`config.mk`:
```
export PLATFORM = sky130hd
export DESIGN_NAME = rgb_led_driver_flat
export DESIGN_NICKNAME = d
export VERILOG_FILES = /design/src/rtl/rgb_led_driver_pkg.sv /design/src/rtl/rgb_led_driver_if.sv /design/src/rtl/rgb_led_driver_pwm_gerador.sv /design/src/rtl/rgb_led_driver.sv /design/src/flat_wrapper.sv
export SDC_FILE = /design/constraint.sdc
export NUM_CORES = 1
export LEC_CHECK = 0
export ABC_AREA = 1
export BUFFER_PORTS_ARGS = -buffer_cell sky130_fd_sc_hd__buf_2
export CORE_MARGIN = 2
export CORE_UTILIZATION = 45
export CTS_BUF_LIST = sky130_fd_sc_hd__clkbuf_4
export CTS_CLUSTER_DIAMETER = 50
export DETAILED_ROUTE_END_ITERATION = 16
export GPL_ROUTABILITY_DRIVEN = 0
export RECOVER_POWER = 50
export SYNTH_ARGS = -nofsm -noshare
export SYNTH_HDL_FRONTEND = slang
export SYNTH_SLANG_ARGS = --single-unit
```
`constraint.sdc`:
```
create_clock -name clock -period 2.1 [get_ports clock]
set_input_delay 0.525 -clock clock [delete_from_list [all_inputs] [get_ports clock]]
set_output_delay 0.525 -clock clock [all_outputs]
set_load 0.005 [all_outputs]
```
`src/rtl/rgb_led_driver_pkg.sv`:
```
// Shared definitions for the RGB LED driver: FSM encoding, colour codes, brightness table.
// Latency: n/a (types, constants and a pure function only).
// Backpressure: n/a.
package rgb_led_driver_pkg;

   typedef enum logic [1:0] {
      ST_IDLE      = 2'd0,
      ST_PISCA_ON  = 2'd1,
      ST_PISCA_OFF = 2'd2,
      ST_ESTAVEL   = 2'd3
   } state_t;

   // Colour codes, bit order {R,G,B}
   localparam logic [2:0] COR_OFF    = 3'b000;
   localparam logic [2:0] COR_RED    = 3'b100;
   localparam logic [2:0] COR_GREEN  = 3'b010;
   localparam logic [2:0] COR_BLUE   = 3'b001;
   localparam logic [2:0] COR_CYAN   = 3'b011;
   localparam logic [2:0] COR_PURPLE = 3'b101;
   localparam logic [2:0] COR_WHITE  = 3'b111;

   // Brightness table: the duty threshold is the full PWM period shifted right
   // by this amount, giving 1/8, 1/4, 1/2 and full period (always on).
   function automatic int unsigned duty_shift(input logic [1:0] brilho);
      case (brilho)
         2'b00:   return 3;
         2'b01:   return 2;
         2'b10:   return 1;
         default: return 0;
      endcase
   endfunction

endpackage

```
`src/rtl/rgb_led_driver_if.sv`:
```
// Bundles the colour request, brightness, enable and the LED/debug outputs of the driver.
// Latency: n/a (wiring only).
// Backpressure: none; all signals are level-sampled every cycle.
//   master: drives RGB_estado, brilho, habilita; observes led_r/g/b, db_piscando
//   slave : the driver side
interface rgb_led_driver_if;

   logic [2:0] RGB_estado;
   logic [1:0] brilho;
   logic       habilita;
   logic       led_r;
   logic       led_g;
   logic       led_b;
   logic       db_piscando;

   modport master (
      output RGB_estado, brilho, habilita,
      input  led_r, led_g, led_b, db_piscando
   );

   modport slave (
      input  RGB_estado, brilho, habilita,
      output led_r, led_g, led_b, db_piscando
   );

endinterface

```
`src/rtl/rgb_led_driver_pwm_gerador.sv`:
```
// Free-running PWM counter plus brightness comparator.
// Latency: pwm_on is combinational from the counter register and brilho.
// Backpressure: none; the counter never stops.
//   clock, reset_n : clock and synchronous active-low reset
//   brilho         : 2-bit brightness level
//   pwm_on         : high while the counter is below the duty threshold
module pwm_gerador
   import rgb_led_driver_pkg::*;
#(
   parameter int PWM_BITS = 8
) (
   input  logic       clock,
   input  logic       reset_n,
   input  logic [1:0] brilho,
   output logic       pwm_on
);

   logic [PWM_BITS-1:0] r_cnt;
   logic [PWM_BITS:0]   w_thresh;

   always_ff @(posedge clock) begin
      if (!reset_n) begin
         r_cnt <= '0;
      end else begin
         r_cnt <= r_cnt + PWM_BITS'(1);
      end
   end

   // One extra bit so a shift of zero yields 2^PWM_BITS, above every count.
   always_comb begin
      w_thresh = {1'b1, {PWM_BITS{1'b0}}} >> duty_shift(brilho);
   end

   assign pwm_on = ({1'b0, r_cnt} < w_thresh);

endmodule

```
`src/rtl/rgb_led_driver.sv`:
```
// RGB LED driver: flashes NUM_BLINKS times on each colour change, then shows the colour steadily with PWM dimming.
// Latency: one cycle from state/colour register to led_r/g/b and db_piscando.
// Backpressure: none; inputs are sampled every cycle.
//   clock, reset_n : clock and synchronous active-low reset
//   bus            : RGB_estado, brilho, habilita in; led_r/g/b, db_piscando out
module rgb_led_driver
   import rgb_led_driver_pkg::*;
#(
   parameter int PWM_BITS   = 8,
   parameter int BLINK_HALF = 25_000_000,
   parameter int NUM_BLINKS = 3
) (
   input  logic             clock,
   input  logic             reset_n,
   rgb_led_driver_if.slave  bus
);

   localparam int PH_W = (BLINK_HALF > 1) ? $clog2(BLINK_HALF) : 1;
   localparam int BL_W = (NUM_BLINKS > 1) ? $clog2(NUM_BLINKS) : 1;
   localparam logic [PH_W-1:0] PH_LAST = PH_W'(BLINK_HALF - 1);
   localparam logic [BL_W-1:0] BL_LAST = BL_W'(NUM_BLINKS - 1);

   state_t          r_state;
   state_t          w_next_state;
   logic [2:0]      r_cor;
   logic [2:0]      w_next_cor;
   logic [PH_W-1:0] r_phase;
   logic [PH_W-1:0] w_next_phase;
   logic [BL_W-1:0] r_blink;
   logic [BL_W-1:0] w_next_blink;
   logic [2:0]      r_led;
   logic            r_db;
   logic            w_pwm_on;
   logic            w_phase_end;
   logic            w_show;

   pwm_gerador #(
      .PWM_BITS (PWM_BITS)
   ) u_pwm (
      .clock   (clock),
      .reset_n (reset_n),
      .brilho  (bus.brilho),
      .pwm_on  (w_pwm_on)
   );

   assign w_phase_end = (r_phase == PH_LAST);
   assign w_show      = (r_state == ST_PISCA_ON) || (r_state == ST_ESTAVEL);

   always_ff @(posedge clock) begin
      if (!reset_n) begin
         r_state <= ST_IDLE;
         r_cor   <= COR_OFF;
         r_phase <= '0;
         r_blink <= '0;
         r_led   <= 3'b000;
         r_db    <= 1'b0;
      end else begin
         r_state <= w_next_state;
         r_cor   <= w_next_cor;
         r_phase <= w_next_phase;
         r_blink <= w_next_blink;
         r_led   <= r_cor & {3{w_show & w_pwm_on}};
         r_db    <= (r_state == ST_PISCA_ON) || (r_state == ST_PISCA_OFF);
      end
   end

   // Disable and colour change take priority over phase timing, from any state,
   // so a new colour mid-flash restarts the flash from its first ON phase.
   always_comb begin
      w_next_state = r_state;
      w_next_cor   = r_cor;
      w_next_phase = r_phase;
      w_next_blink = r_blink;
      if (!bus.habilita) begin
         // Clearing the colour makes the next enable look like a change.
         w_next_state = ST_IDLE;
         w_next_cor   = COR_OFF;
         w_next_phase = '0;
         w_next_blink = '0;
      end else if (bus.RGB_estado != r_cor) begin
         w_next_cor   = bus.RGB_estado;
         w_next_phase = '0;
         w_next_blink = '0;
         w_next_state = (bus.RGB_estado == COR_OFF) ? ST_IDLE : ST_PISCA_ON;
      end else begin
         case (r_state)
            ST_PISCA_ON: begin
               if (w_phase_end) begin
                  w_next_state = ST_PISCA_OFF;
                  w_next_phase = '0;
               end else begin
                  w_next_phase = r_phase + PH_W'(1);
               end
            end
            ST_PISCA_OFF: begin
               if (w_phase_end) begin
                  w_next_phase = '0;
                  if (r_blink == BL_LAST) begin
                     w_next_state = ST_ESTAVEL;
                     w_next_blink = '0;
                  end else begin
                     w_next_state = ST_PISCA_ON;
                     w_next_blink = r_blink + BL_W'(1);
                  end
               end else begin
                  w_next_phase = r_phase + PH_W'(1);
               end
            end
            default: begin
            end
         endcase
      end
   end

   assign bus.led_r       = r_led[2];
   assign bus.led_g       = r_led[1];
   assign bus.led_b       = r_led[0];
   assign bus.db_piscando = r_db;

endmodule
```
`src/flat_wrapper.sv`:
```
// flat-port wrapper written by rule: the top's interface ports become plain ports
module rgb_led_driver_flat import rgb_led_driver_pkg::*;
#(
   parameter int PWM_BITS   = 8,
   parameter int BLINK_HALF = 25_000_000,
   parameter int NUM_BLINKS = 3
)
  (clock, reset_n, bus_RGB_estado, bus_brilho, bus_habilita, bus_led_r, bus_led_g, bus_led_b, bus_db_piscando);
  rgb_led_driver_if bus_i ();
  input  logic clock;
  input  logic reset_n;
  input wire logic [$bits(bus_i.RGB_estado)-1:0] bus_RGB_estado;
  input wire logic [$bits(bus_i.brilho)-1:0] bus_brilho;
  input wire logic [$bits(bus_i.habilita)-1:0] bus_habilita;
  output wire logic [$bits(bus_i.led_r)-1:0] bus_led_r;
  output wire logic [$bits(bus_i.led_g)-1:0] bus_led_g;
  output wire logic [$bits(bus_i.led_b)-1:0] bus_led_b;
  output wire logic [$bits(bus_i.db_piscando)-1:0] bus_db_piscando;
  assign bus_i.RGB_estado = bus_RGB_estado;
  assign bus_i.brilho = bus_brilho;
  assign bus_i.habilita = bus_habilita;
  assign bus_led_r = bus_i.led_r;
  assign bus_led_g = bus_i.led_g;
  assign bus_led_b = bus_i.led_b;
  assign bus_db_piscando = bus_i.db_piscando;
  rgb_led_driver #(.PWM_BITS(PWM_BITS), .BLINK_HALF(BLINK_HALF), .NUM_BLINKS(NUM_BLINKS)) u_core (.clock(clock), .reset_n(reset_n), .bus(bus_i));
endmodule
```
==> results of run 1 <==
[state kept, by name, summed over array words and instances, names as in the netlist]
register / cells
u_core.u_pwm.r_cnt: 8
u_core.r_blink: 2
u_core.r_phase: 25
u_core.r_state: 2
u_core.r_led: 3
u_core.r_cor: 3
u_core.bus.db_piscando: 1
[power by group]
part	leakage (nW)	internal (mW)	switching [mW]
clock network	0.0456	0.263	0.274
logic	0.566	0.0264	0.0433
registers	0.356	0.844	0.00627
total	0.968	1.13	0.323
[Yosys cell counts, drive strengths merged]
cell    count
ha          8
o22ai       1
nor3       14
nand3b      1
nor3b       2
dfxtp      44
nor2       79
xnor2       3
inv        53
buf         2
nand3      14
o21ai       7
and3        2
xor2        5
nand2      84
nand4       8
a31oi       2
or2         2
o32ai       1
a21oi      14
[layer usage]
| layer | global-route usage [%] | share of wire [%] |
|---|---|---|
| met1 | 24.8 | 54 |
| met2 | 25.9 | 41 |
| met3 | 3.67 | 3.6 |
| met4 | 5.45 | 1.3 |
| met5 | 0 | 0 |
[final cells by class]
class / instances / area share [%]
well taps: 70 / 3.39
repair buffers: 13 / 2.38
clock buffers: 6 / 1.75
inverters: 53 / 7.81
multi-input cells: 247 / 49.2
flip-flops and latches: 44 / 34.1
clock inverters: 2 / 1.36
[cell families (layout without fill, tap and decap cells)]
family / Yosys count / after routing / share of synthesized area (%)
AOI/OAI and AO/OA: 25 / 25 / 5.75
xor gates and xnor gates: 8 / 8 / 2.95
buffers and inverters: 55 / 74 / 9.18
DFF: 44 / 44 / 37.1
adders and majority gates: 8 / 8 / 4.22
and+or+nand+nor: 206 / 206 / 40.8
[tightest hold or removal path, cell delays in order]
cell	delay, ps
buf_2	120
inv_1	50
nor2_1	30
[metrics by stage]
stage | area, sq um | setup slack [ps]
5_1_grt | 2580 | 112
2_1_floorplan | 2370 | 457
3_5_place_dp | 2510 | 214
4_1_cts | 2590 | 182
6_report | 2580 | 289
3_3_place_gp | 2510 | 197
[final timing paths]
check                              from                    end  slack, ps  cells after the start
hold / removal        bus_RGB_estado[1]        u_core.r_cor[1]        390                      3
setup / recovery      u_core.r_state[0]     u_core.r_phase[16]        290                     10
setup reg to reg      u_core.r_state[0]     u_core.r_phase[16]        290                     10
hold reg to reg   u_core.u_pwm.r_cnt[0]  u_core.u_pwm.r_cnt[0]        460                      1
==> flow_summary.rst, run 1 <==
.. list-table::
   :header-rows: 1

   * - Metric
     - Value
   * - Top post-synthesis cells by area
     - dfxtp_1, nand2_1, nor2_1
   * - Relative slew slack
     - 73.2%
   * - Post-route clock period utilization
     - 86.2%
   * - Slowest cell on crit path
     - dfxtp_1
   * - Net count of the mapped netlist
     - 362
   * - Number of global-route vias before repair
     - 1832
   * - Count of buffers added by post-CTS timing repair for setup
     - 0
   * - Number of placement rows
     - 26
   * - Via/cell ratio
     - 4.66
   * - Worst VDD drop
     - 0.387 mV
   * - Most common cell after layout, fill and taps aside
     - nand2_1
   * - NumNets Final
     - 380
   * - Average wire per cell in the routed design
     - 10.7 microns
   * - Hold Path Class
     - input pin to register
   * - CTS resizes
     - 0
   * - Count of buffers inserted at the top-level ports
     - 11
   * - Total routing resource utilization after global routing
     - 17.3%
   * - Min Clock Period, post-route
     - 1810 ps
   * - Floorplan die height
     - 76.6 microns
   * - Critical Path End Type
     - register
   * - Via count of the routed design
     - 2028
   * - Clock latency on the worst-skew pair
     - 350 ps
   * - Half-perimeter wire length of the detailed placement result
     - 3690 microns
   * - Clock slew seen by the registers of the worst setup and hold paths
     - 130 ps
   * - Number of hold violations in the final report
     - 0
   * - Combined area of the multi-input logic cells
     - 1270 sq um
   * - Clock H-tree levels
     - 2
   * - Synth cell types
     - 32
   * - Post-route setup TNS
     - 0 ps
   * - Transition time at the pin with the least slew margin
     - 401 ps
   * - Clock buffer count from CTS
     - 5
   * - GRT overflow
     - 0
   * - Antenna diode count
     - 0
   * - Post-synthesis register bit count
     - 44
   * - Fillers
     - 562
   * - Proportion of netlist area held by the largest area contributor
     - 37.1%
   * - Initial core utilization
     - 46.4%
   * - Ports placed on the boundary
     - 12
   * - First-pass GRT wire length
     - 8180 microns
   * - Buffer type at the clock tree root
     - clkbuf_4
   * - RSZ-0062 raised after global routing
     - false
   * - Number of nets with antenna violations after detailed routing
     - 0
   * - Count of buffer and inverter cells on the critical path
     - 2
   * - Top cell type by total area after synthesis
     - dfxtp_1
   * - First-pass iteration count of the detailed router
     - 4
   * - WS Path Type
     - register to register
   * - Final Setup Violations
     - 0
   * - Post-synthesis area per instance
     - 6.86 sq um
   * - Power density relative to cell area
     - 565 nW/um^2
   * - Drt total wl
     - 4640 microns
   * - Worst-path maximum fanout
     - 8
   * - Clock Path Buffers
     - 2
   * - Startpoint types
     - register
   * - Synth-to-layout area growth
     - 8.76%
   * - Utilization after layout
     - 50.5%
   * - Instance count after placement with tap cells included
     - 427
   * - Final count of pins violating max slew
     - 0
   * - Cell Chain, Critical Path
     - inv_1 -> ha_2 -> inv_4 -> nand3_2 -> nor2_4 -> nand3_4 -> nor2_1 -> nand2_1 -> nand2_1 -> nor2_1
   * - Placeable core region
     - 5110 sq um
   * - Worst-case hold slack
     - 394 ps
   * - Crit path max-delay family
     - simple AND/OR/NAND/NOR gates
   * - Critical path arrival
     - 2070 ps
   * - Post-layout total power
     - 1.46 mW
   * - Warnings, synthesis
     - 0
   * - Cell area after synthesis
     - 2370 sq um
   * - Antenna violations before repair
     - 0
   * - Horiz. Die Dim
     - 76.6 microns
   * - Delay contributed by the slowest stage of the critical path
     - 400 ps
   * - Pin count of the biggest net entering global routing
     - 14
   * - Static leakage
     - 0.968 nW
   * - Synthesized instance count
     - 346
   * - # hold bufs at CTS
     - 0
   * - Filler-free cell count of the finished design
     - 435
   * - Max Cap Viol
     - 0
   * - Seq/Total Area, Yosys
     - 37.1%
   * - Highest Clock Rate
     - 0.552 GHz
   * - Commonest non-fill, non-tap cells in the layout
     - nand2_1, nor2_1, inv_1
   * - TritonCTS clock tree
     - yes
   * - Required @ worst endpoint
     - 2360 ps
   * - Layout cell share with drive strength beyond 1
     - 13.2%
   * - Worst clock skew
     - 4.24 ps
   * - Clock Sinks
     - 44
   * - Remaining routing DRC violations
     - 0
   * - Iteration-0 DRC Markers
     - 85
   * - Overall die area
     - 5870 sq um
   * - Result of the run
     - completed
   * - Footprint of the flip-flops and latches
     - 881 sq um
Note: power is estimated with default switching activity, not from simulation.
==> run 2, diff against run 1 <==
CORE_ASPECT_RATIO = 1.2   (was unset)
==> run 2 against run 1 <==
Core utilization is 1.1 points higher. Clock power increased by 20%. Critical path type unchanged. Largest power group unchanged. Register-to-register slack lost 20 ps. Cell area rose by 0.15%. Critical path depth is the same. Final cell count fell by 2.8%. Sequential cell count unchanged.
==> flow_summary.rst, run 2 (synthesized netlist as in run 1, its figures left out) <==
.. list-table::
   :header-rows: 1

   * - Metric
     - Value
   * - Count of buffers added by post-CTS timing repair for setup
     - 0 (unchanged)
   * - Pre-CTS setup slack
     - 272 ps (+57.7 ps)
   * - Post-route setup TNS
     - 0 ps (unchanged)
   * - Worst hold path startpoint
     - bus_RGB_estado[0]
   * - Layout cell share with drive strength beyond 1
     - 13.5% (+0.35 points)
   * - Largest register FFs
     - 25 (unchanged)
   * - Switching power total
     - 0.329 mW (+1.7%)
   * - Number of placement rows
     - 28 (+7.7%)
   * - Via count of the routed design
     - 2071 (+2.1%)
   * - Count of buffers inserted at the top-level ports
     - 11 (unchanged)
   * - Transition time at the pin with the least slew margin
     - 355 ps (-46.3 ps)
   * - Slowest cell on crit path
     - ha_1
   * - Total routing resource utilization after global routing
     - 18.1% (+0.78 points)
   * - First-pass GRT wire length
     - 8720 microns (+6.6%)
   * - Cell Chain, Critical Path
     - inv_1 -> ha_1 -> inv_4 -> nand3_2 -> nor2_4 -> nand3_4 -> nor2_1 -> nand2_1 -> nand2_1 -> nor2_1
   * - Initial core utilization
     - 47.4% (+0.90 points)
   * - Combinational group share of total power
     - 4.3% (-0.5 points)
   * - Crit path max-delay family
     - simple AND/OR/NAND/NOR gates
   * - Count of buffer and inverter cells on the critical path
     - 2 (unchanged)
   * - Overall die area
     - 5870 sq um (about the same)
   * - Clock buffer count from CTS
     - 5 (unchanged)
   * - Worst VDD drop
     - 0.292 mV (-25%)
   * - Max Cap Viol
     - 0 (unchanged)
   * - Power density relative to cell area
     - 605 nW/um^2 (+7.1%)
   * - Via/cell ratio
     - 4.90 (+5.0%)
   * - Most common cell after layout, fill and taps aside
     - nand2_1
   * - Placeable core region
     - 5010 sq um (-1.9%)
   * - Min Clock Period, post-route
     - 1830 ps (+20.9 ps)
   * - Antenna violations before repair
     - 0 (unchanged)
   * - Startpoint of the most critical setup path
     - u_core.r_state[0]
   * - Ports placed on the boundary
     - 12 (unchanged)
   * - Synth-to-layout area growth
     - 8.91%
   * - Post-route clock period utilization
     - 87.2% (+1.0 points)
   * - Worst reg2reg path depth
     - 10 (unchanged)
   * - Sequential share of power
     - 54.4% (-4.0 points)
   * - Half-perimeter wire length of the detailed placement result
     - 3670 microns (-0.77%)
   * - Internal power consumption
     - 1.23 mW (+8.9%)
   * - Delay contributed by the slowest stage of the critical path
     - 420 ps (+20 ps)
   * - Number of global-route vias before repair
     - 2063 (+13%)
   * - Iteration-0 DRC Markers
     - 92 (+8.2%)
   * - First-pass iteration count of the detailed router
     - 4 (unchanged)
   * - Crit Reg-Reg Endpoint
     - u_core.r_phase[16]
   * - Largest register by flop count
     - u_core.r_phase
   * - Critical path arrival
     - 2100 ps (+30 ps)
   * - Antenna diode count
     - 0 (unchanged)
   * - Commonest non-fill, non-tap cells in the layout
     - nand2_1, nor2_1, inv_1
   * - Horiz. Die Dim
     - 70.3 microns (-8.3%)
   * - Reg2Reg Setup Slack
     - 270 ps (-20 ps)
   * - NumNets Final
     - 379 (-0.26%)
   * - Post-layout total power
     - 1.56 mW (+7.3%)
   * - Average wire per cell in the routed design
     - 10.9 microns (+2.4%)
   * - Clock slew seen by the registers of the worst setup and hold paths
     - 130 ps (about the same)
   * - Proportion of power drawn by the clock network
     - 41.3% (+4.5 points)
   * - Buffer type at the clock tree root
     - clkbuf_4
   * - Hold Path Cell Cnt
     - 3 (unchanged)
   * - Result of the run
     - completed
   * - Floorplan die height
     - 83.5 microns (+9.0%)
   * - Biggest regs
     - u_core.r_phase (25), u_core.u_pwm.r_cnt (8)
   * - Clock Sinks
     - 44 (unchanged)
   * - GRT overflow
     - 0 (unchanged)
   * - WS Path Type
     - register to register
   * - # hold bufs at CTS
     - 0 (unchanged)
   * - TritonCTS clock tree
     - yes
   * - Worst-path maximum fanout
     - 8 (unchanged)
   * - Remaining routing DRC violations
     - 0 (unchanged)
   * - Number of cells on the critical path
     - 10 (unchanged)
   * - Critical Path End Type
     - register
   * - Clock H-tree levels
     - 2 (unchanged)
   * - Required @ worst endpoint
     - 2370 ps (about the same)
   * - Drt total wl
     - 4620 microns (-0.43%)
   * - CTS resizes
     - 0 (unchanged)
   * - Final Setup Violations
     - 0 (unchanged)
   * - Worst clock skew
     - 7.56 ps (+3.32 ps)
   * - RSZ-0062 raised after global routing
     - false
   * - Clock latency on the worst-skew pair
     - 370 ps (+20 ps)
   * - Number of hold violations in the final report
     - 0 (unchanged)
   * - Worst Setup Slack, final
     - 268 ps (-20.9 ps)
   * - Startpoint types
     - register
   * - Highest Clock Rate
     - 0.546 GHz (-1.1%)
   * - Hold endpoint
     - u_core.r_cor[0]
   * - Number of nets with antenna violations after detailed routing
     - 0 (unchanged)
   * - Final count of pins violating max slew
     - 0 (unchanged)
   * - Static leakage
     - 0.984 nW (+1.6%)
   * - Reg-to-reg critical path startpoint
     - u_core.r_state[0]
   * - Hold Path Class
     - input pin to register
   * - Clock Path Buffers
     - 2 (unchanged)
   * - Sw Ratio
     - 21.0% (-1.2 points)
   * - Relative slew slack
     - 76.3% (+3.1 points)
   * - Pin count of the biggest net entering global routing
     - 14 (unchanged)
## run 2: changes by cell type in the layout (fill, tap and decap cells not counted)
cell and change:
buf_1 -1, buf_2 +2, bufinv_16 +1, clkbuf_1 -2
clkbuf_4 -1, clkinv_2 -1, ha_1 +1, ha_2 -1
nand2_1 -1, nand2_2 +1
## run 2: worst min-delay path, delay by kind of cell
family | cells | cell delay, ps
buf+inv | 2 | 170
simple gates | 1 | 30
## run 2: metal layers
metal / global-route usage, % / vias up / share of wire (%)
met3: 4.83 / 8 / 3.5
met2: 32.7 / 28 / 50
met4: 5.07 / 0 / 1.5
li1: - / 1109 / -
met1: 20.6 / 926 / 45
met5: 0 / - / 0
## run 2: power by group through the flow
stage / registers [mW] / logic [mW] / clock network (mW)
6_report: 0.850 / 0.0669 / 0.646
5_1_grt: 0.853 / 0.0794 / 0.693
4_1_cts: 0.851 / 0.0693 / 0.668
3_5_place_dp: 0.869 / 0.0689 / 0
3_3_place_gp: 0.869 / 0.0680 / 0
2_1_floorplan: 0.868 / 0.0491 / 0
## run 2: stage by stage
stage	hold slack, ps	cells	utilization [%]	area (sq um)
finish	383	423	51.6	2580
global route	375	423	51.6	2580
CTS	375	423	51.7	2590
detailed placement	439	416	49.8	2490
global placement	435	416	49.8	2490
floorplan	418	346	-	2370
## run 2: layout make-up
cell class	instances	area, sq um
clock buffer	5	37.5
clock inverter	2	60.1
fill	524	2430
inverter	53	201
multi-input combinational	247	1270
sequential	44	881
tap	60	75.1
timing repair buffer	12	60.1
## run 2: worst max path at each step
stage | end | slack, ps
floorplan | u_core.r_phase[10] | 460
global route | u_core.r_phase[18] | 20
CTS | u_core.r_phase[18] | 240
global placement | u_core.r_phase[20] | 340
finish | u_core.r_phase[16] | 270
detailed placement | u_core.r_phase[18] | 270
==> run 3, diff against run 2 <==
CELL_PAD_IN_SITES_DETAIL_PLACEMENT = 0   (was unset)
CELL_PAD_IN_SITES_GLOBAL_PLACEMENT = 1   (was unset)
PLACE_DENSITY_LB_ADDON = 0.1   (was unset)
==> run 3 against run 2 <==
Worst hold slack improved by 4.8 ps. Non-clock buffer count rose by 1. Highest routed layer unchanged. Cell area fell by 0.48%. Critical path type unchanged.
==> flow_summary.rst, run 3 (synthesized netlist as in run 1, its figures left out) <==
.. list-table::
   :header-rows: 1

   * - Metric
     - Value
   * - Number of placement rows
     - 28 (unchanged)
   * - Startpoint types
     - register
   * - Antenna violations before repair
     - 0 (unchanged)
   * - Required @ worst endpoint
     - 2370 ps (about the same)
   * - First-pass iteration count of the detailed router
     - 4 (unchanged)
   * - Worst VDD drop
     - 0.333 mV (+14%)
   * - Via count of the routed design
     - 2049 (-1.1%)
   * - Transition time at the pin with the least slew margin
     - 368 ps (+13.8 ps)
   * - Initial core utilization
     - 47.4% (unchanged)
   * - Ports placed on the boundary
     - 12 (unchanged)
   * - Worst-path maximum fanout
     - 8 (unchanged)
   * - Commonest non-fill, non-tap cells in the layout
     - nand2_1, nor2_1, inv_1
   * - NumNets Final
     - 380 (+0.26%)
   * - Number of hold violations in the final report
     - 0 (unchanged)
   * - Combined area of the multi-input logic cells
     - 1270 sq um (unchanged)
   * - Result of the run
     - completed
   * - Post-route clock period utilization
     - 86.2% (-1.0 points)
   * - WS Path Type
     - register to register
   * - Utilization after layout
     - 51.3% (-0.25 points)
   * - Buffer type at the clock tree root
     - clkbuf_4
   * - Slowest cell on crit path
     - ha_1
   * - Footprint of the flip-flops and latches
     - 881 sq um (unchanged)
   * - Largest register by flop count
     - u_core.r_phase
   * - Static leakage
     - 0.970 nW (-1.4%)
   * - Cell type with the highest occurrence count on the critical path
     - nor2_4
   * - Clock Path Buffers
     - 2 (unchanged)
   * - Clock latency on the worst-skew pair
     - 360 ps (about the same)
   * - Worst-case hold slack
     - 388 ps (+4.83 ps)
   * - Post-layout total power
     - 1.46 mW (-6.9%)
   * - Clock H-tree levels
     - 2 (unchanged)
   * - GRT overflow
     - 0 (unchanged)
   * - Overall die area
     - 5870 sq um (unchanged)
   * - Count of buffers added by post-CTS timing repair for setup
     - 0 (unchanged)
   * - Drt total wl
     - 4930 microns (+6.8%)
   * - Delay contributed by the slowest stage of the critical path
     - 410 ps (about the same)
   * - Final count of pins violating max slew
     - 0 (unchanged)
   * - Largest register FFs
     - 25 (unchanged)
   * - Synth-to-layout area growth
     - 8.39%
   * - Via/cell ratio
     - 4.82 (-1.5%)
   * - Relative slew slack
     - 75.4% (-0.83 points)
   * - Layout cell share with drive strength beyond 1
     - 13.4% (-0.074 points)
   * - Pre-CTS setup slack
     - 290 ps (+18.8 ps)
   * - Worst clock skew
     - 9.40 ps (+1.84 ps)
   * - Clock buffer count from CTS
     - 5 (unchanged)
   * - # hold bufs at CTS
     - 0 (unchanged)
   * - Final Setup Violations
     - 0 (unchanged)
   * - Most common cell after layout, fill and taps aside
     - nand2_1
   * - Critical path arrival
     - 2080 ps (-20 ps)
   * - Worst Setup Slack, final
     - 290 ps (+21.4 ps)
   * - TritonCTS clock tree
     - yes
   * - Post-route setup TNS
     - 0 ps (unchanged)
   * - Pin count of the biggest net entering global routing
     - 15 (+1)
   * - Total routing resource utilization after global routing
     - 18.5% (+0.40 points)
   * - Fillers
     - 524 (unchanged)
   * - Biggest regs
     - u_core.r_phase (25), u_core.u_pwm.r_cnt (8)
   * - Hold Path Class
     - input pin to register
   * - Critical Path End Type
     - register
   * - Placeable core region
     - 5010 sq um (unchanged)
   * - Clock Sinks
     - 44 (unchanged)
   * - Clock slew seen by the registers of the worst setup and hold paths
     - 130 ps (about the same)
   * - Floorplan die height
     - 83.5 microns (unchanged)
   * - Iteration-0 DRC Markers
     - 99 (+7.6%)
   * - First-pass GRT wire length
     - 8750 microns (+0.32%)
   * - Power density relative to cell area
     - 566 nW/um^2 (-6.5%)
   * - Horiz. Die Dim
     - 70.3 microns (unchanged)
   * - Count of buffers inserted at the top-level ports
     - 11 (unchanged)
   * - Antenna diode count
     - 0 (unchanged)
   * - Max Cap Viol
     - 0 (unchanged)
   * - Half-perimeter wire length of the detailed placement result
     - 3890 microns (+6.0%)
   * - Cell Chain, Critical Path
     - inv_1 -> ha_1 -> inv_4 -> nand3_2 -> nor2_4 -> nand3_4 -> nor2_4 -> nand2_1 -> nor3b_2
   * - Number of global-route vias before repair
     - 1958 (-5.1%)
   * - Remaining routing DRC violations
     - 0 (unchanged)
   * - CTS resizes
     - 0 (unchanged)
   * - Min Clock Period, post-route
     - 1810 ps (-21.4 ps)
   * - Average wire per cell in the routed design
     - 11.6 microns (+6.2%)
   * - RSZ-0062 raised after global routing
     - false
   * - Number of nets with antenna violations after detailed routing
     - 0 (unchanged)
   * - Highest Clock Rate
     - 0.552 GHz (+1.2%)
## run 3: area by class of cell
class / instances / area share (%)
clock buffers: 5 / 1.46
multi-input cells: 247 / 49.3
clock inverters: 3 / 1.65
well taps: 60 / 2.92
repair buffers: 13 / 2.53
inverters: 53 / 7.83
flip-flops and latches: 44 / 34.3
## run 3: where the power goes
part / switching, mW / total [mW] / internal, mW / leakage (nW)
Clock: 0.288 / 0.536 / 0.248 / 0.0412
Combinational: 0.0421 / 0.0683 / 0.0262 / 0.573
Sequential: 0.00633 / 0.851 / 0.845 / 0.356
Total: 0.336 / 1.46 / 1.12 / 0.970
## run 3: layer usage
layer  part of all wire [%]  track usage [%]  vias up
li1                       -                -     1118
met1                     47             22.8      905
met2                     48             31.1       18
met3                    2.5             4.95        8
met4                    2.0             5.77        0
met5                      0                0        -
## run 3: final timing paths
| check | startpoint | endpoint | slack (ps) | depth (start not counted) |
|---|---|---|---|---|
| min | bus_RGB_estado[2] | u_core.r_cor[2] | 390 | 3 |
| min reg2reg | u_core.u_pwm.r_cnt[0] | u_core.u_pwm.r_cnt[0] | 460 | 1 |
| max reg2reg | u_core.r_state[0] | u_core.r_phase[20] | 290 | 9 |
| max | u_core.r_state[0] | u_core.r_phase[20] | 290 | 9 |
## run 3: per-stage QoR
| stage | cells | area, sq um |
|---|---|---|
| floorplan | 346 | 2370 |
| global placement | 417 | 2500 |
| detailed placement | 417 | 2500 |
| CTS | 425 | 2580 |
| global route | 425 | 2570 |
| finish | 425 | 2570 |
## run 3: critical path, delay by kind of cell (launching register included)
kind | cells | cell delay (ps)
adder cells (fa/ha/maj) | 1 | 410
flip-flops | 1 | 400
buffers and inverters | 2 | 190
AND/OR/NAND/NOR | 6 | 700
